## config.mk

```make
export PLATFORM = sky130hd
export DESIGN_NAME = pattern_scan_arb
export DESIGN_NICKNAME = d
export VERILOG_FILES = /design/src/rtl/pattern_scan_arb.sv
export SDC_FILE = /design/constraint.sdc
export NUM_CORES = 1
export LEC_CHECK = 0
export BUFFER_PORTS_ARGS = -buffer_cell sky130_fd_sc_hd__clkbuf_2
export CORE_MARGIN = 2
export CORE_UTILIZATION = 50
export CTS_BUF_LIST = sky130_fd_sc_hd__clkbuf_8
export CTS_CLUSTER_DIAMETER = 100
export DETAILED_ROUTE_END_ITERATION = 16
export PLACE_DENSITY_LB_ADDON = 0.05
export RECOVER_POWER = 50
export SYNTH_ARGS = -nofsm -noshare
export SYNTH_HDL_FRONTEND = slang
export SYNTH_SLANG_ARGS = --single-unit
```

## constraint.sdc

```tcl
create_clock -name clk -period 3.4 [get_ports clk]
set_input_delay 0.34 -clock clk [delete_from_list [all_inputs] [get_ports clk]]
set_output_delay 0.34 -clock clk [all_outputs]
set_load 0.01 [all_outputs]
```

## src/rtl/pattern_scan_arb.sv

```systemverilog
// ---------------------------------------------------------------------------
// pattern_scan_arb
//
// Purpose:
//   Round-robin arbiter in front of one shared serial "01" pattern detector.
//   Four requesters each present a DATA_W-bit word. The winner's word is
//   captured and shifted through the detector one bit per cycle. The number
//   of "0 followed by 1" occurrences is counted, and the total is reported
//   with a one-cycle done pulse.
//
// Configuration macro:
//   PSA_MSB_FIRST_EN  defined   -> words are shifted MSB first
//                     undefined -> words are shifted LSB first (default)
//
// Ports:
//   clk        in   clock, rising edge
//   reset      in   asynchronous, active-high reset
//   req        in   [NREQ]          level-sensitive scan requests
//   req_data   in   [NREQ*DATA_W]   requester i word at [i*DATA_W +: DATA_W]
//   gnt        out  [NREQ]          one-hot grant, one-cycle pulse
//   busy       out                  FSM is not idle
//   ser_a      out                  bit currently fed to the detector
//   match      out                  Mealy detector output (combinational)
//   done       out                  one-cycle job-complete pulse
//   done_id    out  [2]             requester of the last completed job
//   match_cnt  out  [CNT_W]         match count of the last completed job
// ---------------------------------------------------------------------------
module pattern_scan_arb #(
    parameter int NREQ   = 4,
    parameter int DATA_W = 8,
    parameter int CNT_W  = 4
) (
    input  logic                     clk,
    input  logic                     reset,
    input  logic [NREQ-1:0]          req,
    input  logic [NREQ*DATA_W-1:0]   req_data,
    output logic [NREQ-1:0]          gnt,
    output logic                     busy,
    output logic                     ser_a,
    output logic                     match,
    output logic                     done,
    output logic [1:0]               done_id,
    output logic [CNT_W-1:0]         match_cnt
);

    // Requester index width. NREQ is fixed at 4, so a 2-bit index wraps
    // modulo NREQ on its own.
    localparam int ID_W = 2;
    localparam int BC_W = $clog2(DATA_W) + 1;

    typedef enum logic [1:0] {
        ST_IDLE  = 2'd0,
        ST_SHIFT = 2'd1,
        ST_DONE  = 2'd2
    } state_t;

    typedef enum logic {
        S0 = 1'b0,
        S1 = 1'b1
    } det_t;

    state_t              r_state;
    det_t                r_det;
    logic [DATA_W-1:0]   r_shift;
    logic [BC_W-1:0]     r_bit_cnt;
    logic [CNT_W-1:0]    r_run_cnt;
    logic [ID_W-1:0]     r_last;
    logic [NREQ-1:0]     r_gnt;
    logic                r_done;
    logic [ID_W-1:0]     r_done_id;
    logic [CNT_W-1:0]    r_match_cnt;

    logic [ID_W-1:0]     w_winner;
    logic [ID_W-1:0]     w_idx;
    logic                w_found;
    logic                w_cur_bit;
    logic                w_shifting;
    logic [DATA_W-1:0]   w_shift_next;
    logic [CNT_W-1:0]    w_run_next;

    // Round-robin search. The search starts one past the last winner and
    // walks all NREQ positions, so the last winner has the lowest priority.
    always_comb begin
        w_winner = r_last;
        w_found  = 1'b0;
        w_idx    = '0;
        for (int k = 1; k <= NREQ; k++) begin
            w_idx = r_last + ID_W'(k);
            if (!w_found && req[w_idx]) begin
                w_winner = w_idx;
                w_found  = 1'b1;
            end
        end
    end

`ifdef PSA_MSB_FIRST_EN
    assign w_cur_bit    = r_shift[DATA_W-1];
    assign w_shift_next = {r_shift[DATA_W-2:0], 1'b0};
`else
    assign w_cur_bit    = r_shift[0];
    assign w_shift_next = {1'b0, r_shift[DATA_W-1:1]};
`endif

    assign w_shifting = (r_state == ST_SHIFT);
    assign ser_a      = w_shifting & w_cur_bit;
    assign match      = ser_a & (r_det == S1);

    // The count includes this cycle's match and saturates at all-ones.
    assign w_run_next = (match && (r_run_cnt != {CNT_W{1'b1}}))
                      ? r_run_cnt + CNT_W'(1) : r_run_cnt;

    always_ff @(posedge clk or posedge reset) begin
        if (reset) begin
            r_state     <= ST_IDLE;
            r_det       <= S0;
            r_shift     <= '0;
            r_bit_cnt   <= '0;
            r_run_cnt   <= '0;
            r_last      <= ID_W'(NREQ - 1);
            r_gnt       <= '0;
            r_done      <= 1'b0;
            r_done_id   <= '0;
            r_match_cnt <= '0;
        end else begin
            // Grant and done are single-cycle pulses by default.
            r_gnt  <= '0;
            r_done <= 1'b0;
            case (r_state)
                ST_IDLE: begin
                    if (|req) begin
                        r_shift   <= req_data[int'(w_winner)*DATA_W +: DATA_W];
                        r_bit_cnt <= '0;
                        r_run_cnt <= '0;
                        r_det     <= S0;
                        r_gnt     <= NREQ'(1) << w_winner;
                        r_last    <= w_winner;
                        r_state   <= ST_SHIFT;
                    end
                end
                ST_SHIFT: begin
                    r_shift   <= w_shift_next;
                    // A 0 arms the detector, a 1 disarms it.
                    r_det     <= w_cur_bit ? S0 : S1;
                    r_bit_cnt <= r_bit_cnt + BC_W'(1);
                    r_run_cnt <= w_run_next;
                    if (r_bit_cnt == BC_W'(DATA_W - 1)) begin
                        // Last bit: publish the result so it is visible
                        // during the DONE cycle.
                        r_state     <= ST_DONE;
                        r_done      <= 1'b1;
                        r_done_id   <= r_last;
                        r_match_cnt <= w_run_next;
                    end
                end
                ST_DONE: begin
                    r_state <= ST_IDLE;
                end
                default: begin
                    r_state <= ST_IDLE;
                end
            endcase
        end
    end

    assign gnt       = r_gnt;
    assign busy      = (r_state != ST_IDLE);
    assign done      = r_done;
    assign done_id   = r_done_id;
    assign match_cnt = r_match_cnt;

endmodule
```

==> key figures, run 1 <==
Outcome
  – Run status: finished with violations
  – Failing checks: max-capacitance violations, max-slew violations

Placement
  – Count of buffers inserted at the top-level ports: between 50 and 60
  – Worst slack at placement: between 1 and 1.5 ns
  – Detailed-placement wirelength estimate: 2610 um
  – Post-placement cell count: between 200 and 300
  – GPL Wtd Cong: 0.762

Setup path
  – Critical Path Source: r_last[1]
  – Worst EP required: 3.58 ns
  – Kind of end point of the critical path: flip-flop
  – Critical path class: reg2reg
  – CP Data Arrival Time: around 2.4 ns
  – Count of cells along the worst register-to-register path: 6
  – Max FO, Critical Path: 18
  – Delay contributed by the slowest stage of the critical path: 0.61 ns
  – Critical path endpoint: r_shift[7]
  – Slowest cell on the critical path: sky130_fd_sc_hd__dfstp_2
  – Worst Setup Start Kind: flip-flop
  – Worst reg2reg startpoint: r_last[1]
  – Minimum setup slack among reg-to-reg paths: 1.19 ns
  – Crit-path cells: mux2i_1 -> nor2_1 -> a211oi_4 -> buf_4 -> mux2_1 -> a221o_1
  – Worst r2r dst: r_shift[7]

Detailed routing
  – Routed via count: 1388
  – Number of optimization iterations in the first detailed-route pass: 4
  – Final wirelength: 3600 um
  – Wire length per cell after detailed routing: 13.5 um
  – Per-cell via count in the routed design: approximately 5.2
  – Remaining design rule violation count: 0
  – Iteration-0 DRC Markers: 114
  – Final ANT Viol Nets: 0

Yosys
  – Synthesized instance count: 164
  – Cell with the most instances after synthesis: sky130_fd_sc_hd__dfrtp_1
  – Most area-hungry cell type in the Yosys netlist: sky130_fd_sc_hd__dfrtp_1
  – Yosys cell types: 40
  – Async set-or-reset flop fraction in the synthesized netlist: 1.00
  – Most frequently used flop master after synthesis: sky130_fd_sc_hd__dfrtp_1
  – Post-synthesis sequential element count: 32
  – Portion of the post-synthesis area used by sequential elements: 0.475
  – Average instance area after synthesis: just over 10 um2
  – Fraction of post-synthesis cell area in the top cell type by area: 0.444
  – Cell Area, Synth: ~1700 um2
  – Number of enable-type register cells in the synthesized netlist: 0
  – Syn Nets: 204
  – Top cell types by occurrence after synthesis: 30 x sky130_fd_sc_hd__dfrtp_1, 19 x sky130_fd_sc_hd__mux2i_1, 18 x sky130_fd_sc_hd__nand2_1
  – Number of warnings reported in the yosys synthesis log: 0
  – Top cells by area, synth: sky130_fd_sc_hd__dfrtp_1 44%, sky130_fd_sc_hd__mux2i_1 11%, sky130_fd_sc_hd__nand2_1 4.0%

CTS
  – Post-CTS Hold Buffers: 0
  – H-tree levels: 2
  – Clock latency on the worst-skew pair: around 0.29 ns
  – CTS max path bufs: 2
  – TritonCTS clock tree: yes
  – Buffers inserted during post-CTS setup optimization: 0
  – Number of gates resized after CTS: 0
  – Total number of clock tree sinks: 32
  – CTS Root Cell: sky130_fd_sc_hd__clkbuf_8
  – Clock-pin slew on the worst setup and hold paths: around 0.070 ns
  – CTS Buf Count: 5

STA
  – Final Hold Fails: 0
  – Number of endpoints failing setup at the final stage: 0
  – Headroom to the max-slew limit: -0.120
  – Setup repair after global routing missed its margin: no
  – Tmin final: 2.21 ns
  – Final clock period utilization by the worst path: 0.649
  – Post-route setup TNS: 0 ns
  – Max Slew Vio Count: 33
  – Worst clock skew: 0.00669 ns
  – Least-Margin Pin Slew: 1.68 ns
  – Smallest setup slack after layout: 1.19 ns
  – Achievable clock frequency: around 450 MHz

Pwr
  – Pwr per Cell Area: 867 nW/um2
  – Leakage: 0.00103 uW
  – VDD IR max: 0.000436 V
  – Overall power after layout: between 1500 and 2000 uW

Min path
  – Hold WC Path Type: in2reg
  – Worst Hold Depth: 3

Floorplanning
  – Vertical die dimension: roughly 62 um
  – Horizontal extent of the die: 62.2 um
  – Row Count: 21
  – I/O Pins: 52
  – Core Footprint: 3280 um2
  – Area enclosed by the die boundary: about 3900 um2
  – Starting utilization of the core area: 0.515

Final layout
  – Sequential Area: 803 um2
  – Fillers: 293
  – Share of layout cells above drive strength 1: 0.300
  – Final antenna diode count: 0
  – Layout area overhead: 23.5%
  – Utilization after layout: 0.636
  – Final standard cell count with taps included and fillers excluded: 266
  – Footprint of the multi-input gates: 822 um2
  – Number of nets in the layout: 259

Global routing
  – Maximum number of pins on one net before global-route repair: 33
  – Vias in the first global route: 1342
  – Number of antenna violations at the first check in global routing: 0
  – Gr ovfl total: 0
  – First-pass GRT wire length: 6230 um
  – All-Layer GR Usage: 0.208

Job
  – Max_cap viols: 1
worst min-delay path by stage:
stage / startpoint / slack, ns / endpoint
final: req_data[13] / 0.36 / r_shift[5]
after global routing: req_data[29] / 0.39 / r_shift[5]
after CTS: reset / 0.11 / r_shift[7]
after detailed placement: reset / 0.43 / match_cnt[3]
after global placement: reset / 0.42 / done
after floorplan: reset / 0.45 / done
worst max-delay path, delay by kind of cell (launching register included):
family	cells	cell delay, ns
mux	2	0.56
buf+inv	1	0.29
simple gates	1	0.09
compound gates	2	0.53
flops	1	0.61
stage by stage:
stage                     instance area [um2]  hold slack, ns
after floorplan                          1690           0.455
after global placement                   1990           0.421
after detailed placement                 1990           0.427
after CTS                                2100           0.114
after global routing                     2090           0.386
final                                    2090           0.358
cell usage in the layout, fill, tap and decap left out, types with 6 or more instances in the layout:
cell and n:
sky130_fd_sc_hd__inv_1 6, sky130_fd_sc_hd__nand3_1 8, sky130_fd_sc_hd__nand2_1 18, sky130_fd_sc_hd__o21ai_0 8, sky130_fd_sc_hd__a2bb2oi_1 7, sky130_fd_sc_hd__clkbuf_1 8
sky130_fd_sc_hd__mux2i_1 19, sky130_fd_sc_hd__clkbuf_2 44, sky130_fd_sc_hd__nor2_1 10, sky130_fd_sc_hd__dfrtp_1 30
metal layers:
| layer | vias up | routed length [um] | GRT usage |
|---|---|---|---|
| li1 | 700 | - | - |
| met1 | 641 | 1610 | 0.266 |
| met2 | 39 | 1730 | 0.326 |
| met3 | 8 | 186 | 0.0616 |
| met4 | 0 | 73 | 0.0944 |
| met5 | - | 0 | 0 |
registers in the layout, indices dropped and copies added (netlist names):
name       flops
r_run_cnt      4
r_last         2
r_state        2
gnt            4
r_shift        8
r_bit_cnt      4
done_id        2
done           1
r_det          1
match_cnt      4
final cells by class:
| class | count | area share |
|---|---|---|
| inverter | 5 | 0.00898 |
| clock inverter | 3 | 0.0186 |
| sequential | 32 | 0.384 |
| timing repair buffer | 56 | 0.134 |
| tap | 46 | 0.0275 |
| clock buffer | 5 | 0.0329 |
| multi-input combinational | 119 | 0.393 |
power breakdown:
group | internal (uW) | total, uW | switching, uW
registers | 545 | 663 | 118
logic | 360 | 789 | 428
clock network | 214 | 360 | 146
total | 1120 | 1810 | 692
logic make-up (layout without fill, tap and decap cells):
family	Yosys count	in the layout	synth area share
xor+xnor	3	3	0.0155
simple gates	58	58	0.170
compound gates	33	33	0.146
mux	23	23	0.139
flops	32	32	0.475
buf+inv	13	69	0.0392
fa+ha+maj	2	2	0.0148
(Power assumes the default switching activity.)
==> run 2, diff against run 1 <==
--- a/config.mk
+++ b/config.mk
@@ -5,6 +5,7 @@
 export SDC_FILE = /design/constraint.sdc
 export NUM_CORES = 1
 export LEC_CHECK = 0
+export ABC_AREA = 1
 export BUFFER_PORTS_ARGS = -buffer_cell sky130_fd_sc_hd__clkbuf_2
 export CORE_MARGIN = 2
 export CORE_UTILIZATION = 50
==> constraint.sdc (replaced) <==
create_clock -name clk -period 2.3 [get_ports clk]
set_input_delay 0.23 -clock clk [delete_from_list [all_inputs] [get_ports clk]]
set_output_delay 0.23 -clock clk [all_outputs]
set_load 0.01 [all_outputs]
==> run 2 against run 1 <==
  * The run now ends clean
  * Final cell count grew 41%
  * Area after synthesis grew 15%
  * First-iteration DRC count grew 48%
  * Non-clock buffer count grew 1
  * Total power grew 100%
  * Global-route usage grew 3.0 points
  * Largest cell class unchanged
  * Flip-flop and latch count is the same
  * Largest power group unchanged
  * Critical endpoint is now r_shift[1]
==> key figures, run 2 <==
CTS
  – Post-CTS Hold Buffers: 1 (was 0)
  – TritonCTS clock tree: yes (unchanged)
  – CTS max path bufs: 2 (unchanged)
  – Number of gates resized after CTS: 0 (unchanged)
  – Clock latency on the worst-skew pair: 0.29 ns (about the same)
  – CTS Root Cell: sky130_fd_sc_hd__clkbuf_8 (unchanged)
  – Total number of clock tree sinks: 32 (unchanged)
  – CTS Buf Count: 5 (unchanged)
  – Buffers inserted during post-CTS setup optimization: 0 (unchanged)
  – Clock-pin slew on the worst setup and hold paths: 0.06 ns (was 0.07 ns)
  – H-tree levels: 2 (unchanged)

Placement
  – Count of buffers inserted at the top-level ports: 51 (unchanged)
  – Detailed-placement wirelength estimate: 3290 um (was 2610 um)
  – GPL Wtd Cong: 0.825 (was 0.762)

Yosys
  – Most area-hungry cell type in the Yosys netlist: sky130_fd_sc_hd__dfrtp_1 (unchanged)
  – Async set-or-reset flop fraction in the synthesized netlist: 1.00 (unchanged)
  – Number of enable-type register cells in the synthesized netlist: 0 (unchanged)
  – Portion of the post-synthesis area used by sequential elements: 0.412 (was 0.475)
  – Number of warnings reported in the yosys synthesis log: 0 (unchanged)
  – Cell with the most instances after synthesis: sky130_fd_sc_hd__nand2_1 (was sky130_fd_sc_hd__dfrtp_1)
  – Cell Area, Synth: 1950 um2 (was 1690 um2)
  – Top cell types by occurrence after synthesis: 68 x sky130_fd_sc_hd__nand2_1, 57 x sky130_fd_sc_hd__nand3_1, 35 x sky130_fd_sc_hd__inv_1 (was 30 x sky130_fd_sc_hd__dfrtp_1, 19 x sky130_fd_sc_hd__mux2i_1, 18 x sky130_fd_sc_hd__nand2_1)
  – Syn Nets: 309 (was 204)
  – Average instance area after synthesis: 7.24 um2 (was 10.3 um2)
  – Synthesized instance count: 269 (was 164)
  – Yosys cell types: 26 (was 40)
  – Most frequently used flop master after synthesis: sky130_fd_sc_hd__dfrtp_1 (unchanged)
  – Fraction of post-synthesis cell area in the top cell type by area: 0.385 (was 0.444)
  – Post-synthesis sequential element count: 32 (unchanged)
  – Top cells by area, synth: sky130_fd_sc_hd__dfrtp_1 39%, sky130_fd_sc_hd__nand3_1 15%, sky130_fd_sc_hd__nand2_1 13% (was sky130_fd_sc_hd__dfrtp_1 44%, sky130_fd_sc_hd__mux2i_1 11%, sky130_fd_sc_hd__nand2_1 4.0%)

STA
  – Worst clock skew: 0.0143 ns (was 0.00669 ns)
  – WHS: 0.282 ns (was 0.358 ns)
  – Headroom to the max-slew limit: 0.499 (was -0.120)
  – Max Slew Vio Count: 0 (was 33)
  – Least-Margin Pin Slew: 0.752 ns (was 1.68 ns)
  – Achievable clock frequency: 491 MHz (was 453 MHz)
  – Final clock period utilization by the worst path: 0.886 (was 0.649)
  – Post-route setup TNS: 0 ns (unchanged)
  – Final Hold Fails: 0 (unchanged)
  – Tmin final: 2.04 ns (was 2.21 ns)
  – Setup repair after global routing missed its margin: no (unchanged)
  – Number of endpoints failing setup at the final stage: 0 (unchanged)

Detailed routing
  – Remaining design rule violation count: 0 (unchanged)
  – Per-cell via count in the routed design: 4.99 (was 5.22)
  – Iteration-0 DRC Markers: 169 (was 114)
  – Routed via count: 1867 (was 1388)
  – Final ANT Viol Nets: 0 (unchanged)
  – Final wirelength: 4370 um (was 3600 um)
  – Number of optimization iterations in the first detailed-route pass: 4 (unchanged)
  – Wire length per cell after detailed routing: 11.7 um (was 13.5 um)

Setup path
  – Worst EP required: 2.48 ns (was 3.58 ns)
  – Crit-path cells: buf_4 -> nand2_1 -> nand2_1 -> nand2_2 -> nand2_4 -> inv_4 -> nand3_2 -> nand3_1 -> nand2_1 -> nand3_1 -> nand3_1 -> nand2_1 (was mux2i_1 -> nor2_1 -> a211oi_4 -> buf_4 -> mux2_1 -> a221o_1)
  – Max FO, Critical Path: 11 (was 18)
  – CP Data Arrival Time: 2.22 ns (was 2.38 ns)
  – Delay contributed by the slowest stage of the critical path: 0.56 ns (was 0.61 ns)
  – Kind of end point of the critical path: flip-flop (unchanged)
  – Worst Setup Start Kind: flip-flop (unchanged)
  – Minimum setup slack among reg-to-reg paths: 0.26 ns (was 1.19 ns)
  – CP most frequent cell: sky130_fd_sc_hd__nand2_1
  – Slowest cell on the critical path: sky130_fd_sc_hd__dfstp_2 (unchanged)
  – Critical path class: reg2reg (unchanged)

Final layout
  – Layout area overhead: 20.0% (was 23.5%)
  – Commonest cells after routing, fill and taps aside: 68 x sky130_fd_sc_hd__nand2_1, 57 x sky130_fd_sc_hd__nand3_1, 45 x sky130_fd_sc_hd__clkbuf_2 (was 44 x sky130_fd_sc_hd__clkbuf_2, 30 x sky130_fd_sc_hd__dfrtp_1, 19 x sky130_fd_sc_hd__mux2i_1)
  – Share of layout cells above drive strength 1: 0.233 (was 0.300)
  – Final antenna diode count: 0 (unchanged)
  – Most common cell after layout, fill and taps aside: sky130_fd_sc_hd__nand2_1 (was sky130_fd_sc_hd__clkbuf_2)
  – Number of nets in the layout: 365 (was 259)
  – Most flops, register: r_shift (unchanged)
  – Utilization after layout: 0.629 (was 0.636)
  – Flip-flop count of the largest register after layout: 8 (unchanged)

Global routing
  – Maximum number of pins on one net before global-route repair: 33 (unchanged)
  – All-Layer GR Usage: 0.238 (was 0.208)
  – Met2 Usage GRT: 0.391 (was 0.326)
  – GRT busiest layer: met2 (unchanged)
  – First-pass GRT wire length: 7950 um (was 6230 um)
  – Gr ovfl total: 0 (unchanged)
  – Number of antenna violations at the first check in global routing: 0 (unchanged)
  – Vias in the first global route: 1841 (was 1342)
  – GR met3 Demand/Resource: 0.0750 (was 0.0616)
  – Global-route track usage on met1: 0.294 (was 0.266)

Outcome
  – Run status: complete, no violations (was finished with violations)

Pwr
  – VDD IR max: 0.000621 V (was 0.000436 V)
  – Leakage: 0.00129 uW (was 0.00103 uW)
  – Pwr per Cell Area: 1590 nW/um2 (was 867 nW/um2)

Job
  – Max_cap viols: 0 (was 1)

Floorplanning
  – Vertical die dimension: 66.4 um (was 62.2 um)
  – Area enclosed by the die boundary: 4410 um2 (was 3860 um2)
  – Row Count: 22 (was 21)
  – Core Footprint: 3720 um2 (was 3280 um2)
  – Horizontal extent of the die: 66.4 um (was 62.2 um)
  – I/O Pins: 52 (unchanged)
  – Starting utilization of the core area: 0.524 (was 0.515)

Min path
  – Hold WC Path Type: in2reg (unchanged)
-- run 2: cell count changes after synthesis, moves of 6 or more --
cell / previous run / this run
sky130_fd_sc_hd__a2bb2oi_1: 7 / 0
sky130_fd_sc_hd__o21ai_0: 8 / 14
sky130_fd_sc_hd__o22ai_1: 0 / 7
sky130_fd_sc_hd__mux2i_1: 19 / 0
sky130_fd_sc_hd__nand2_1: 18 / 68
sky130_fd_sc_hd__nand2_2: 1 / 8
sky130_fd_sc_hd__inv_1: 5 / 35
sky130_fd_sc_hd__nand3_1: 8 / 57
-- run 2: metrics by stage --
| stage | instance area [um2] | std cells | setup slack (ns) | total power (uW) |
|---|---|---|---|---|
| final | 2340 | 374 | 0.261 | 3710 |
| after global routing | 2340 | 374 | 0.0822 | 4150 |
| after CTS | 2350 | 374 | 0.258 | 3750 |
| after detailed placement | 2240 | 365 | 0.271 | 3290 |
| after global placement | 2240 | 365 | 0.296 | 3280 |
| after floorplan | 1950 | 269 | 0.557 | 2810 |
-- run 2: worst max-delay path: cells and delay by family (launching register included) --
family                 cells  cell delay (ns)
AND/OR/NAND/NOR           10             1.15
buffers and inverters      2             0.23
flip-flops                 1             0.56
-- run 2: path summary, 6_finish.rpt --
| kind | startpoint | to | cells after the start |
|---|---|---|---|
| worst min register to register | done_id[0] | done_id[0] | 2 |
| worst min-delay path | req_data[29] | r_shift[5] | 5 |
| min in group asynchronous | reset | r_run_cnt[3] | 4 |
| worst max register to register | r_last[0] | r_shift[1] | 12 |
| worst max-delay path | r_last[0] | r_shift[1] | 12 |
| max in group asynchronous | reset | r_bit_cnt[2] | 4 |
-- run 2: cell families (layout without fill, tap and decap cells) --
group / count (synthesis) / count (layout) / synth area share
xor gates and xnor gates: 2 / 2 / 0.00899
DFF: 32 / 32 / 0.412
and+or+nand+nor: 154 / 154 / 0.372
AOI/OAI and AO/OA: 32 / 32 / 0.0886
buffers and inverters: 47 / 104 / 0.105
adders and majority gates: 2 / 2 / 0.0128
-- run 2: report_power, final --
part | internal (uW) | switching [uW]
Clock | 238 | 204
Combinational | 778 | 1520
Sequential | 835 | 139
-- run 2: area by class of cell --
class | count | area, um2
Inverter | 39 | 149
Tap cell | 48 | 60.1
Clock buffer | 6 | 82.6
Timing Repair Buffer | 57 | 292
Sequential cell | 32 | 803
Fill cell | 377 | 1380
Clock inverter | 2 | 11.3
Multi-Input combinational cell | 190 | 940
-- run 2: layer usage --
layer	up-vias	wire (um)
li1	985	-
met1	814	2100
met2	61	1900
met3	7	289
met4	0	86
met5	-	0
==> run 3, diff against run 2 <==
--- a/config.mk
+++ b/config.mk
@@ -7,12 +7,11 @@
 export LEC_CHECK = 0
 export ABC_AREA = 1
 export BUFFER_PORTS_ARGS = -buffer_cell sky130_fd_sc_hd__clkbuf_2
-export CORE_MARGIN = 2
 export CORE_UTILIZATION = 50
 export CTS_BUF_LIST = sky130_fd_sc_hd__clkbuf_8
 export CTS_CLUSTER_DIAMETER = 100
 export DETAILED_ROUTE_END_ITERATION = 16
-export PLACE_DENSITY_LB_ADDON = 0.05
+export PLACE_DENSITY_LB_ADDON = 0.25
 export RECOVER_POWER = 50
 export SYNTH_ARGS = -nofsm -noshare
 export SYNTH_HDL_FRONTEND = slang
==> run 3 against run 2 <==
  * Hold slack worse by 0.0023 ns
  * Clock-buffer cell count is the same
  * Sequential power is 2% higher
  * Clock skew shrank 0.0075 ns
  * Largest cell class unchanged
  * Final cell count down 0.27%
  * Utilization barely moved
  * Die area down 5.9%
  * Clock power shrank 3%
==> key figures, run 3 (synthesis gave the netlist of run 2 again) <==
STA
  – Headroom to the max-slew limit: 0.342 (was 0.499)
  – Final clock period utilization by the worst path: 0.885 (was 0.886)
  – Achievable clock frequency: 491 MHz (about the same)
  – Number of endpoints failing setup at the final stage: 0 (unchanged)
  – Setup repair after global routing missed its margin: no (unchanged)
  – Worst clock skew: 0.00674 ns (was 0.0143 ns)
  – Post-route setup TNS: 0 ns (unchanged)
  – Tmin final: 2.04 ns (about the same)
  – Max Slew Vio Count: 0 (unchanged)
  – Final Hold Fails: 0 (unchanged)
  – Least-Margin Pin Slew: 0.987 ns (was 0.752 ns)

Setup path
  – Worst r2r dst: r_shift[5] (was r_shift[1])
  – Worst Setup Start Kind: flip-flop (unchanged)
  – Crit-path cells: inv_2 -> nand2_1 -> nand2_1 -> nand2_2 -> nand2_4 -> inv_4 -> nand2_2 -> nand2_4 -> nand2_2 -> nand2_1 -> nand3_1 -> nand3_1 -> nand2_1 (was buf_4 -> nand2_1 -> nand2_1 -> nand2_2 -> nand2_4 -> inv_4 -> nand3_2 -> nand3_1 -> nand2_1 -> nand3_1 -> nand3_1 -> nand2_1)
  – Kind of end point of the critical path: flip-flop (unchanged)
  – Delay contributed by the slowest stage of the critical path: 0.60 ns (was 0.56 ns)
  – Buf+Inv Stages, Crit Path: 2 (unchanged)
  – Minimum setup slack among reg-to-reg paths: 0.26 ns (about the same)
  – Slowest cell on the critical path: sky130_fd_sc_hd__dfstp_2 (unchanged)
  – Worst reg2reg startpoint: r_last[0] (unchanged)
  – Critical path class: reg2reg (unchanged)
  – Category of cells accounting for the largest share of critical-path delay: simple AND/OR/NAND/NOR gates (unchanged)
  – CP Data Arrival Time: 2.20 ns (was 2.22 ns)
  – Count of cells along the worst register-to-register path: 13 (was 12)
  – Worst EP required: 2.47 ns (was 2.48 ns)
  – CP most frequent cell: sky130_fd_sc_hd__nand2_1 (unchanged)
  – Max FO, Critical Path: 18 (was 11)

Placement
  – Detailed-placement wirelength estimate: 3420 um (was 3290 um)
  – GPL Wtd Cong: 0.785 (was 0.825)
  – Area after detailed placement: 2240 um2 (about the same)
  – Count of buffers inserted at the top-level ports: 51 (unchanged)

Detailed routing
  – Final wirelength: 4520 um (was 4370 um)
  – Routed via count: 1947 (was 1867)
  – Final ANT Viol Nets: 0 (unchanged)
  – Number of optimization iterations in the first detailed-route pass: 4 (unchanged)
  – Wire length per cell after detailed routing: 12.1 um (was 11.7 um)
  – Per-cell via count in the routed design: 5.22 (was 4.99)
  – Remaining design rule violation count: 0 (unchanged)
  – Iteration-0 DRC Markers: 119 (was 169)

Final layout
  – Commonest cells after routing, fill and taps aside: 67 x sky130_fd_sc_hd__nand2_1, 57 x sky130_fd_sc_hd__nand3_1, 39 x sky130_fd_sc_hd__clkbuf_2 (was 68 x sky130_fd_sc_hd__nand2_1, 57 x sky130_fd_sc_hd__nand3_1, 45 x sky130_fd_sc_hd__clkbuf_2)
  – Utilization after layout: 0.629 (about the same)
  – Final cell area excluding filler cells: 2320 um2 (was 2340 um2)
  – Most flops, register: r_shift (unchanged)
  – Number of nets in the layout: 364 (was 365)
  – Fillers: 372 (was 377)
  – Share of layout cells above drive strength 1: 0.209 (was 0.233)
  – Most common cell after layout, fill and taps aside: sky130_fd_sc_hd__nand2_1 (unchanged)
  – Final antenna diode count: 0 (unchanged)
  – Layout area overhead: 19.0% (was 20.0%)
  – Flip-flop count of the largest register after layout: 8 (unchanged)

CTS
  – CTS Buf Count: 5 (unchanged)
  – Clock latency on the worst-skew pair: 0.28 ns (was 0.29 ns)
  – Clock-pin slew on the worst setup and hold paths: 0.06 ns (about the same)
  – Buffers inserted during post-CTS setup optimization: 0 (unchanged)
  – Total number of clock tree sinks: 32 (unchanged)
  – H-tree levels: 2 (unchanged)
  – CTS Root Cell: sky130_fd_sc_hd__clkbuf_8 (unchanged)
  – TritonCTS clock tree: yes (unchanged)
  – CTS max path bufs: 2 (unchanged)

Floorplanning
  – Row Count: 22 (unchanged)
  – Starting utilization of the core area: 0.528 (was 0.524)
  – Horizontal extent of the die: 64.4 um (was 66.4 um)
  – Area enclosed by the die boundary: 4150 um2 (was 4410 um2)
  – I/O Pins: 52 (unchanged)
  – Core Footprint: 3690 um2 (was 3720 um2)
  – Vertical die dimension: 64.4 um (was 66.4 um)

Min path
  – Hold WC Path Type: in2reg (unchanged)
  – Worst Hold Path EP: r_shift[3] (was r_shift[5])
  – Worst Hold Depth: 5 (unchanged)
  – Min-Delay Startpoint: req_data[27] (was req_data[29])

Outcome
  – Run status: complete, no violations (unchanged)

Pwr
  – VDD IR max: 0.000759 V (was 0.000621 V)
  – Leakage: 0.00127 uW (was 0.00129 uW)
  – Pwr per Cell Area: 1600 nW/um2 (was 1590 nW/um2)

Global routing
  – Vias in the first global route: 1826 (was 1841)
  – All-Layer GR Usage: 0.248 (was 0.238)
  – Number of antenna violations at the first check in global routing: 0 (unchanged)
  – Maximum number of pins on one net before global-route repair: 20 (was 33)
  – First-pass GRT wire length: 7810 um (was 7950 um)
  – Gr ovfl total: 0 (unchanged)

Job
  – Max_cap viols: 0 (unchanged)
## run 3: worst max path at each step
| stage | slack, ns | to | cells past startpoint | startpoint |
|---|---|---|---|---|
| final | 0.26 | r_shift[5] | 13 | r_last[0] |
| after global routing | 0.05 | r_shift[5] | 13 | r_last[0] |
| after detailed placement | 0.17 | r_shift[1] | 13 | r_last[0] |
| after CTS | 0.16 | r_shift[1] | 13 | r_last[0] |
| after floorplan | 0.56 | r_shift[0] | 15 | r_last[0] |
| after global placement | 0.24 | r_shift[1] | 13 | r_last[0] |
## run 3: final cells by class
| class | instances | area [um2] | share of cell area |
|---|---|---|---|
| Clock buffer | 6 | 82.6 | 0.0356 |
| Tap cell | 48 | 60.1 | 0.0259 |
| Clock inverter | 2 | 7.51 | 0.00324 |
| Sequential cell | 32 | 803 | 0.346 |
| Timing Repair Buffer | 56 | 277 | 0.119 |
| Multi-Input combinational cell | 190 | 940 | 0.405 |
| Inverter | 39 | 149 | 0.0642 |
## run 3: power by group
group	switching (uW)	leakage (uW)	internal, uW	total, uW
clock	194	0.0000538	235	428
sequential	153	0.000400	836	989
combinational	1540	0.000821	761	2300
total	1880	0.00127	1830	3710
## run 3: stage by stage
stage / std cells / setup WS, ns / total power [uW] / hold slack, ns
after floorplan: 269 / 0.557 / 2810 / 0.345
after global placement: 364 / 0.239 / 3240 / 0.272
after detailed placement: 364 / 0.173 / 3290 / 0.273
after CTS: 373 / 0.155 / 3750 / 0.275
after global routing: 373 / 0.0522 / 4090 / 0.304
final: 373 / 0.265 / 3710 / 0.280
## run 3: per-layer routing
| layer | vias to the layer above | GRT usage | share of wire | wire length, um |
|---|---|---|---|---|
| met4 | 0 | 0.0778 | 0.012 | 53 |
| met2 | 62 | 0.442 | 0.50 | 2260 |
| met1 | 893 | 0.289 | 0.43 | 1940 |
| met5 | - | 0 | 0 | 0 |
| met3 | 6 | 0.0651 | 0.059 | 267 |
| li1 | 986 | - | - | - |
## run 3: worst min-delay path, stage by stage
cell	delay, ns
sky130_fd_sc_hd__clkbuf_2	0.07
sky130_fd_sc_hd__nand2_1	0.04
sky130_fd_sc_hd__nand3_1	0.07
sky130_fd_sc_hd__nand3_1	0.06
sky130_fd_sc_hd__nand2_1	0.05
## run 3: what timing repair did
| item | in CTS | in global routing |
|---|---|---|
| setup endpoints to repair | 0 | 5 |
| hold endpoints to repair | 12 | 0 |
| hold buffers | 1 | 0 |
| resized for setup | 0 | 1 |
